### src/rtl/array_addr_seq_pkg.sv
// rtl/array_addr_seq_pkg.sv - shared types and mode encodings for the array address sequencer
package array_addr_seq_pkg;

    localparam logic [1:0] MODE_UP       = 2'b00;
    localparam logic [1:0] MODE_DOWN     = 2'b01;
    localparam logic [1:0] MODE_PINGPONG = 2'b10;
    localparam logic [1:0] MODE_HOLD     = 2'b11;

    typedef enum logic [1:0] {
        UP       = MODE_UP,
        DOWN     = MODE_DOWN,
        PINGPONG = MODE_PINGPONG,
        HOLD     = MODE_HOLD
    } seq_mode_t;

    typedef enum logic {
        IDLE = 1'b0,
        RUN  = 1'b1
    } seq_state_t;

endpackage

### src/rtl/array_addr_seq_dwell_timer.sv
// rtl/array_addr_seq_dwell_timer.sv - counts 0..dwell and flags the last cycle of each address
import array_addr_seq_pkg::*;

module dwell_timer #(
    parameter int CNT_WIDTH = 8
) (
    input  logic                 clk,
    input  logic                 rst,
    input  logic                 load,
    input  logic                 en,
    input  logic [CNT_WIDTH-1:0] dwell,
    output logic                 expire
);

    localparam logic [CNT_WIDTH-1:0] CNT_ONE = {{(CNT_WIDTH-1){1'b0}}, 1'b1};

    logic [CNT_WIDTH-1:0] cnt_q;
    logic [CNT_WIDTH-1:0] cnt_d;

    // expire marks the final cycle of the current dwell period
    assign expire = en && !load && (cnt_q == dwell);

    // restart on load or after the last dwell cycle, otherwise count up while enabled
    always_comb begin
        cnt_d = cnt_q;
        if (load) begin
            cnt_d = '0;
        end else if (en) begin
            cnt_d = (cnt_q == dwell) ? '0 : cnt_q + CNT_ONE;
        end
    end

    // counter register
    always_ff @(posedge clk) begin
        if (rst) begin
            cnt_q <= '0;
        end else begin
            cnt_q <= cnt_d;
        end
    end

endmodule

### src/rtl/array_addr_seq.sv
// rtl/array_addr_seq.sv - programmable up/down/ping-pong/hold address sequencer for array
import array_addr_seq_pkg::*;

module array_addr_seq #(
    parameter int ADDR_WIDTH = 2,
    parameter int CNT_WIDTH  = 8
) (
    input  logic                  clk,
    input  logic                  rst,
    input  logic                  start,
    input  logic                  stop,
    input  logic [1:0]            mode,
    input  logic [ADDR_WIDTH-1:0] first,
    input  logic [ADDR_WIDTH-1:0] last,
    input  logic [CNT_WIDTH-1:0]  dwell,
    input  logic [CNT_WIDTH-1:0]  passes,
    output logic [ADDR_WIDTH-1:0] addr,
    output logic                  addr_valid,
    output logic                  step,
    output logic                  busy,
    output logic                  done
);

    localparam logic [ADDR_WIDTH-1:0] ADDR_ONE = {{(ADDR_WIDTH-1){1'b0}}, 1'b1};
    localparam logic [CNT_WIDTH-1:0]  CNT_ONE  = {{(CNT_WIDTH-1){1'b0}}, 1'b1};

    seq_state_t            state_q, state_d;
    seq_mode_t             mode_q, mode_d;
    logic [CNT_WIDTH-1:0]  dwell_q, dwell_d;
    logic [CNT_WIDTH-1:0]  passes_q, passes_d;
    logic [CNT_WIDTH-1:0]  pass_cnt_q, pass_cnt_d;
    logic [ADDR_WIDTH-1:0] lo_q, lo_d;
    logic [ADDR_WIDTH-1:0] hi_q, hi_d;
    logic                  dir_up_q, dir_up_d;
    logic [ADDR_WIDTH-1:0] addr_q, addr_d;
    logic                  addr_valid_q, addr_valid_d;
    logic                  step_q, step_d;
    logic                  busy_q, busy_d;
    logic                  done_q, done_d;

    logic                  timer_load;
    logic                  timer_en;
    logic                  expire;
    logic [ADDR_WIDTH-1:0] next_addr;
    logic                  next_dir_up;
    logic                  pass_end;
    logic [CNT_WIDTH-1:0]  pass_inc;

    dwell_timer #(
        .CNT_WIDTH(CNT_WIDTH)
    ) u_dwell_timer (
        .clk    (clk),
        .rst    (rst),
        .load   (timer_load),
        .en     (timer_en),
        .dwell  (dwell_q),
        .expire (expire)
    );

    assign timer_en = (state_q == RUN);

    // next address along the latched range and whether the current address closes a pass
    always_comb begin
        next_addr   = addr_q;
        next_dir_up = dir_up_q;
        pass_end    = 1'b0;
        if (mode_q == HOLD || lo_q == hi_q) begin
            next_addr = lo_q;
            pass_end  = 1'b1;
        end else begin
            case (mode_q)
                UP: begin
                    pass_end  = (addr_q == hi_q);
                    next_addr = pass_end ? lo_q : addr_q + ADDR_ONE;
                end
                DOWN: begin
                    pass_end  = (addr_q == lo_q);
                    next_addr = pass_end ? hi_q : addr_q - ADDR_ONE;
                end
                default: begin
                    // ping-pong: turnaround skips the endpoint so it is not repeated
                    if (dir_up_q) begin
                        pass_end = (addr_q == hi_q);
                        if (pass_end) begin
                            next_addr   = hi_q - ADDR_ONE;
                            next_dir_up = 1'b0;
                        end else begin
                            next_addr = addr_q + ADDR_ONE;
                        end
                    end else begin
                        pass_end = (addr_q == lo_q);
                        if (pass_end) begin
                            next_addr   = lo_q + ADDR_ONE;
                            next_dir_up = 1'b1;
                        end else begin
                            next_addr = addr_q - ADDR_ONE;
                        end
                    end
                end
            endcase
        end
        pass_inc = (pass_cnt_q == '1) ? pass_cnt_q : pass_cnt_q + CNT_ONE;
    end

    // sequencer control: start latches config, stop aborts, pass count ends the run
    always_comb begin
        state_d      = state_q;
        mode_d       = mode_q;
        dwell_d      = dwell_q;
        passes_d     = passes_q;
        pass_cnt_d   = pass_cnt_q;
        lo_d         = lo_q;
        hi_d         = hi_q;
        dir_up_d     = dir_up_q;
        addr_d       = addr_q;
        addr_valid_d = addr_valid_q;
        busy_d       = busy_q;
        step_d       = 1'b0;
        done_d       = 1'b0;
        timer_load   = 1'b0;
        case (state_q)
            IDLE: begin
                if (start) begin
                    mode_d       = seq_mode_t'(mode);
                    dwell_d      = dwell;
                    passes_d     = passes;
                    pass_cnt_d   = '0;
                    lo_d         = (first < last) ? first : last;
                    hi_d         = (first < last) ? last : first;
                    dir_up_d     = 1'b1;
                    addr_d       = (seq_mode_t'(mode) == DOWN) ? hi_d : lo_d;
                    addr_valid_d = 1'b1;
                    busy_d       = 1'b1;
                    step_d       = 1'b1;
                    timer_load   = 1'b1;
                    state_d      = RUN;
                end
            end
            default: begin
                if (stop) begin
                    addr_valid_d = 1'b0;
                    busy_d       = 1'b0;
                    state_d      = IDLE;
                end else if (expire) begin
                    if (pass_end) begin
                        pass_cnt_d = pass_inc;
                    end
                    if (pass_end && passes_q != '0 && pass_inc == passes_q) begin
                        addr_valid_d = 1'b0;
                        busy_d       = 1'b0;
                        done_d       = 1'b1;
                        state_d      = IDLE;
                    end else begin
                        addr_d   = next_addr;
                        dir_up_d = next_dir_up;
                        step_d   = 1'b1;
                    end
                end
            end
        endcase
    end

    // state, configuration and registered outputs
    always_ff @(posedge clk) begin
        if (rst) begin
            state_q      <= IDLE;
            mode_q       <= UP;
            dwell_q      <= '0;
            passes_q     <= '0;
            pass_cnt_q   <= '0;
            lo_q         <= '0;
            hi_q         <= '0;
            dir_up_q     <= 1'b1;
            addr_q       <= '0;
            addr_valid_q <= 1'b0;
            step_q       <= 1'b0;
            busy_q       <= 1'b0;
            done_q       <= 1'b0;
        end else begin
            state_q      <= state_d;
            mode_q       <= mode_d;
            dwell_q      <= dwell_d;
            passes_q     <= passes_d;
            pass_cnt_q   <= pass_cnt_d;
            lo_q         <= lo_d;
            hi_q         <= hi_d;
            dir_up_q     <= dir_up_d;
            addr_q       <= addr_d;
            addr_valid_q <= addr_valid_d;
            step_q       <= step_d;
            busy_q       <= busy_d;
            done_q       <= done_d;
        end
    end

    assign addr       = addr_q;
    assign addr_valid = addr_valid_q;
    assign step       = step_q;
    assign busy       = busy_q;
    assign done       = done_q;

endmodule

### config.mk
export PLATFORM = sky130hd
export DESIGN_NAME = array_addr_seq
export DESIGN_NICKNAME = d
export VERILOG_FILES = /design/src/rtl/array_addr_seq_pkg.sv /design/src/rtl/array_addr_seq_dwell_timer.sv /design/src/rtl/array_addr_seq.sv
export SDC_FILE = /design/constraint.sdc
export NUM_CORES = 1
export LEC_CHECK = 0
export ABC_AREA = 0
export CAP_MARGIN = 5
export CORE_UTILIZATION = 32
export DETAILED_ROUTE_END_ITERATION = 12
export PLACE_DENSITY = 0.49
export SLEW_MARGIN = 40
export SYNTH_ARGS = -nofsm -noshare
export SYNTH_HDL_FRONTEND = slang
export SYNTH_SLANG_ARGS = --single-unit
### constraint.sdc
create_clock -name clk -period 2.62 [get_ports clk]
set_input_delay 0.655 -clock clk [delete_from_list [all_inputs] [get_ports clk]]
set_output_delay 0.655 -clock clk [all_outputs]
set_load 0.02 [all_outputs]
Word level (Yosys, flattened, before mapping)
Cells that the tools add are included.

Register bits after elaboration: 45. Input port bits: 26. Output and inout bits: 6. Word-level logic and storage cells: 105.

$add $sub $neg: 6. $lt $le $gt $ge: 1. Equality and inequality tests: 17. Multiplexer cells: 49. Bitwise logic cells: 2. Reduce and logical (&&, ||, !) cells: 17.

Operators with widths (count): two-way mux 8 bit (7); two-way mux 2 bit (14); two-way mux 1 bit (26); adder 8 x 1 -> 8 bit, second input constant (2); equality test 8 bit (2); equality test 8 bit, second input constant (1); inequality test 2 bit, second input constant (4); AND reduction 4 bit (2); nonzero test 8 bit (1); equality test 2 bit (3); inequality test 3 x 2 -> 1 bit, second input constant (2); AND reduction 6 bit (1); adder 2 x 1 -> 2 bit, second input constant (2); equality test 2 x 1 -> 1 bit, second input constant (2); logical AND 1 bit (4); inequality test 2 x 1 -> 1 bit, second input constant (2); case mux 2 bit (2 select lines) (1); OR reduction 2 bit (2); OR reduction 4 bit (1); subtractor 2 x 1 -> 2 bit, second input constant (2); AND reduction 3 bit (1); equality test 2 bit, second input constant (1); logical NOT 2 bit (1); < comparator 2 bit (1); other kinds (6) (7).

Depth between registers and ports, before layout
Word-level depth: 10. Gate-level depth with buffers: 9.

By module
Synthesis repeated with hierarchy kept, for this count alone.

Cell total of the unflattened synthesis: 333. Area, all modules: 2656.3 um^2.

Modules (own cells, without submodules): array_addr_seq (times used 1, cells each 284, area an instance 2220.9 um^2, seq. area each 740.7 um^2); dwell_timer (times used 1, cells each 49, area an instance 435.4 um^2, seq. area each 160.2 um^2).

Least setup slack after synthesis
No wires, ideal clock.

Path kind: reg-to-reg. Start point: register pass_cnt_q[0]. End point: register dir_up_q. Library setup time: 86 ps. Data arrival time: 2031 ps. Data required time: 2534 ps. Slack: 502 ps. Cell stages (with the launch flop): 10. Cells stage by stage: dfxtp_1 -> ha_1 -> and3_2 -> buf_4 -> nand4_1 -> o311ai_2 -> nor4_4 -> a31oi_1 -> o211a_1 -> a221oi_2.

Cells in the longest elaborated chain, start to end: 6. Elaborated cells on any way between the ends: 7. Classes of those cells: add/sub (1); eq/ne (3); mux (1); reduce/logical (2).

RTL lines: start, declared (line array_addr_seq.sv:31) `logic [CNT_WIDTH-1:0] pass_cnt_q, pass_cnt_d;`; start signal, assigned (line array_addr_seq.sv:184) `pass_cnt_q <= pass_cnt_d;`; adder 8 x 1 -> 8 bit / equality test 8 bit (equally long branches) (line array_addr_seq.sv:102) `pass_inc = (pass_cnt_q == '1) ? pass_cnt_q : pass_cnt_q + CNT_ONE;`; two-way mux 8 bit (*) (line array_addr_seq.sv:102); equality test 8 bit (*) (line array_addr_seq.sv:148) `if (pass_end && passes_q != '0 && pass_inc == passes_q) begin`; logical AND 1 bit (*) (line array_addr_seq.sv:148); inequality test 2 bit (no source line) (*); AND reduction 6 bit (no source line) (*); end signal, assigned (line array_addr_seq.sv:187) `dir_up_q <= dir_up_d;`; end, declared (line array_addr_seq.sv:34) `logic dir_up_q, dir_up_d;`.

Mark *: on every way between the ends. The rest lies on a longest branch, timed or not. A chain may end at the register's enable or synchronous reset.

Final worst setup path
Start point: register addr_q[1], in the netlist addr[1]. End point: output port addr[1].

RTL lines: start, declared (line array_addr_seq.sv:35) `logic [ADDR_WIDTH-1:0] addr_q, addr_d;`; start signal, assigned (line array_addr_seq.sv:188) `addr_q <= addr_d;`; end, declared (line array_addr_seq.sv:17) `output logic [ADDR_WIDTH-1:0] addr,`.

No word-level cell between the ends.

==> impl_metrics.py <==
metrics = {
    "run_status": {
        "status": "complete, no violations",
    },
    "timing": {
        "drv_slew": 0,
        "fin_worst_skew_ns": 0.00824,
        "period_share": 0.860,
        "rsz0062_at_grt": "no",
        "min_period_ns": 2.25,
        "finalHoldViolCount": 0,
        "relSlewSlack": 0.647,
        "max_freq_ghz": 0.444,
        "setup_violations": 0,
        "tns_ns": 0,
        "worst_pin_slew_ns": 0.528,
    },
    "layout": {
        "finish.instance_area_sq_um": 3380,
        "syn_to_final_growth_pct": 18.2,
        "nFillCells": 938,
        "antenna_cells": 0,
        "final_util": 0.390,
        "nNetsFinal": 407,
        "drive_above_1_share": 0.122,
    },
    "pwr": {
        "pwr-share-seq": 0.470,
        "p_comb_frac": 0.250,
        "p_int_w": 0.00110,
        "clock_power_share": 0.280,
        "p_switching_w": 0.000509,
        "swShare": 0.316,
        "ir_drop_mv": 0.175,
        "total_leakage_power_nw": 1.21,
        "p_per_area_nw_per_um2": 476,
    },
    "worst_setup_path": {
        "critPathRequiredTime_ns": 1.97,
        "cp_max_fo": 8,
        "r2r_cells": 7,
        "slowest_stage": "clkdlybuf4s50_1",
        "critPathLaunchType": "flop",
        "r2r_start": "addr[1]",
        "cp.arrival_ns": 1.60,
        "critPathKind": "reg2out",
        "max_stage_delay_ns": 0.69,
        "cp_top_family": "buffers and inverters",
        "end_kind": "output pin",
        "critPathBufInv": 1,
        "worstReg2RegEnd": "dir_up_q",
        "regToRegSetupSlack_ns": 0.37,
        "crit_start": "addr[1]",
        "path_cells": "clkdlybuf4s50_1",
        "cp.depth": 1,
        "crit_end": "addr[1]",
    },
    "detailed_routing": {
        "ant_nets": 0,
        "drt_wl_total_microns": 6700,
        "vias": 2455,
        "vias_per_cell": 5.06,
        "drc": 0,
        "wl_per_cell_microns": 13.8,
        "first_iter_violations": 87,
        "first_pass_iters": 4,
    },
    "logic_synthesis": {
        "ys_types": 70,
        "syn_nets": 379,
        "synth_area_per_cell_sq_um": 8.22,
        "syn_area_sq_um": 2860,
        "yosysWarningCount": 0,
        "async_flop_share": 0,
        "synth_seq_cells": 45,
        "ys.flop_type": "dfxtp_1",
        "seq_area_frac_synth": 0.315,
        "synth_edf_count": 0,
        "syn_inst": 348,
    },
    "clock_network": {
        "cts.clk_slew.worst_paths_ns": 0.09,
        "cts_tree": "yes",
        "ctsResizeCount": 0,
        "htreeDepth": 2,
        "ctsRootBufferMaster": "clkbuf_8",
        "clock_sinks": 45,
        "clk_latency_ns": 0.30,
        "numCtsBuffers": 5,
        "postCtsSetupBuffers": 0,
        "cts_buffer_depth": 2,
        "cts_hold_buf": 0,
    },
    "floorplanning": {
        "die_x_microns": 96.6,
        "dieArea_sq_um": 9320,
        "rows": 34,
        "start_util": 0.330,
        "die_y_microns": 96.6,
        "core_area_sq_um": 8680,
        "io_pins": 32,
    },
    "run": {
        "timing.max_cap.violations": 0,
    },
    "global_route": {
        "grt_usage": 0.158,
        "grt_pass1_wl_microns": 11400,
        "grt_pass1_vias": 2309,
        "grt_start_max_net_pins": 25,
        "antenna_found_initial": 0,
        "overflow": 0,
    },
    "place": {
        "port_buffers": 31,
        "placed_area_sq_um": 3290,
        "hpwl_microns": 5090,
        "gp_congestion": 0.828,
    },
    "hold_path": {
        "hp-class": "reg2reg",
    },
}
per-stage QoR:
step	total power (W)	hold WS, ns	instances	worst slack, ns
detailed placement	0.00118	0.461	477	0.307
finish	0.00161	0.470	485	0.366
floorplan	0.00105	0.448	348	0.502
CTS	0.00163	0.475	485	0.343
global placement	0.00118	0.460	477	0.357
global route	0.00171	0.505	485	0.236
Yosys cell counts, types with 2 or more instances:
cell type	instances	area, sq um
buf_2	6	30.0
a21oi_1	32	160
nand3_1	3	15.0
a22oi_1	2	15.0
xor2_1	11	96.3
xnor2_1	16	140
a221oi_2	2	30.0
mux2i_1	3	30.0
and4_1	2	17.5
buf_6	3	33.8
ha_1	5	62.6
a21o_1	3	22.5
nor3_1	6	30.0
a211oi_1	5	37.5
nor2_1	25	93.8
nand3b_1	2	15.0
nand4_1	6	37.5
nor2b_1	11	68.8
nor3b_1	3	22.5
nand2_2	2	12.5
o22ai_1	2	12.5
o31ai_1	3	22.5
a211oi_2	2	25.0
nor4_1	3	18.8
o21ai_0	8	40.0
a31oi_1	6	37.5
dfxtp_1	45	901
o21a_1	3	22.5
a21oi_2	2	17.5
buf_4	2	15.0
and2_1	2	12.5
inv_1	9	33.8
and3_1	2	12.5
nand2b_1	7	43.8
nand2_1	55	206
clkbuf_1	13	48.8
o211ai_1	3	22.5
cell type report:
type,instances,area [sq um],share of cell area
multi-input cells,268,1790,0.530
inverters,10,37.5,0.0111
flip-flops and latches,45,901,0.266
clock buffers,5,68.8,0.0203
well taps,108,135,0.0399
repair buffers,46,423,0.125
clock inverters,3,25.0,0.00740
logic make-up after synthesis:
kind of cell	after synthesis	synth area share
adders and majority gates	5	0.0219
DFF	45	0.315
muxes	3	0.0105
xor gates and xnor gates	29	0.0979
and+or+nand+nor	141	0.261
buffers and inverters	35	0.0595
AOI/OAI and AO/OA	90	0.235
power groups by stage:
| stage | Clock (W) | Sequential (W) | Combinational [W] |
|---|---|---|---|
| detailed placement | 0 | 0.000775 | 0.000405 |
| global route | 0.000495 | 0.000764 | 0.000447 |
| CTS | 0.000468 | 0.000759 | 0.000406 |
| floorplan | 0 | 0.000758 | 0.000296 |
| finish | 0.000451 | 0.000758 | 0.000402 |
| global placement | 0 | 0.000775 | 0.000403 |
worst min path at each step:
stage	slack, ns	cells past startpoint	from	to
2_1_floorplan	0.45	2	passes_q[2]	passes_q[2]
3_3_place_gp	0.46	2	dwell_q[1]	dwell_q[1]
5_1_grt	0.51	2	dwell_q[7]	dwell_q[7]
4_1_cts	0.47	2	dwell_q[2]	dwell_q[2]
6_report	0.47	2	dwell_q[2]	dwell_q[2]
3_5_place_dp	0.46	2	dwell_q[2]	dwell_q[2]
layout by cell type (no fill, tap or decap), types with 5 or more instances in the layout:
cell type,instances
a211oi_1,5
a21oi_1,32
a31oi_1,6
buf_4,15
clkbuf_8,5
clkdlybuf4s50_1,31
dfxtp_1,45
ha_1,5
inv_1,9
nand2_1,55
nand2b_1,7
nand4_1,6
nor2_1,25
nor2b_1,10
nor3_1,6
o21ai_0,8
xnor2_1,16
xor2_1,11
layer usage:
layer  track usage  share of wire  vias to the layer above
li1              -              -                     1283
met1         0.211           0.48                     1129
met2         0.271           0.49                       39
met3        0.0235          0.025                        4
met4        0.0294         0.0051                        0
met5             0              0                        -
flip-flops by register name, indices dropped and copies added, names as in the netlist:
signal / cells
addr: 2
busy: 1
dir_up_q: 1
done: 1
dwell_q: 8
hi_q: 2
lo_q: 2
mode_q: 2
pass_cnt_q: 8
passes_q: 8
state_q: 1
step: 1
u_dwell_timer.cnt_q: 8
Note: power is estimated with default switching activity, not from simulation.
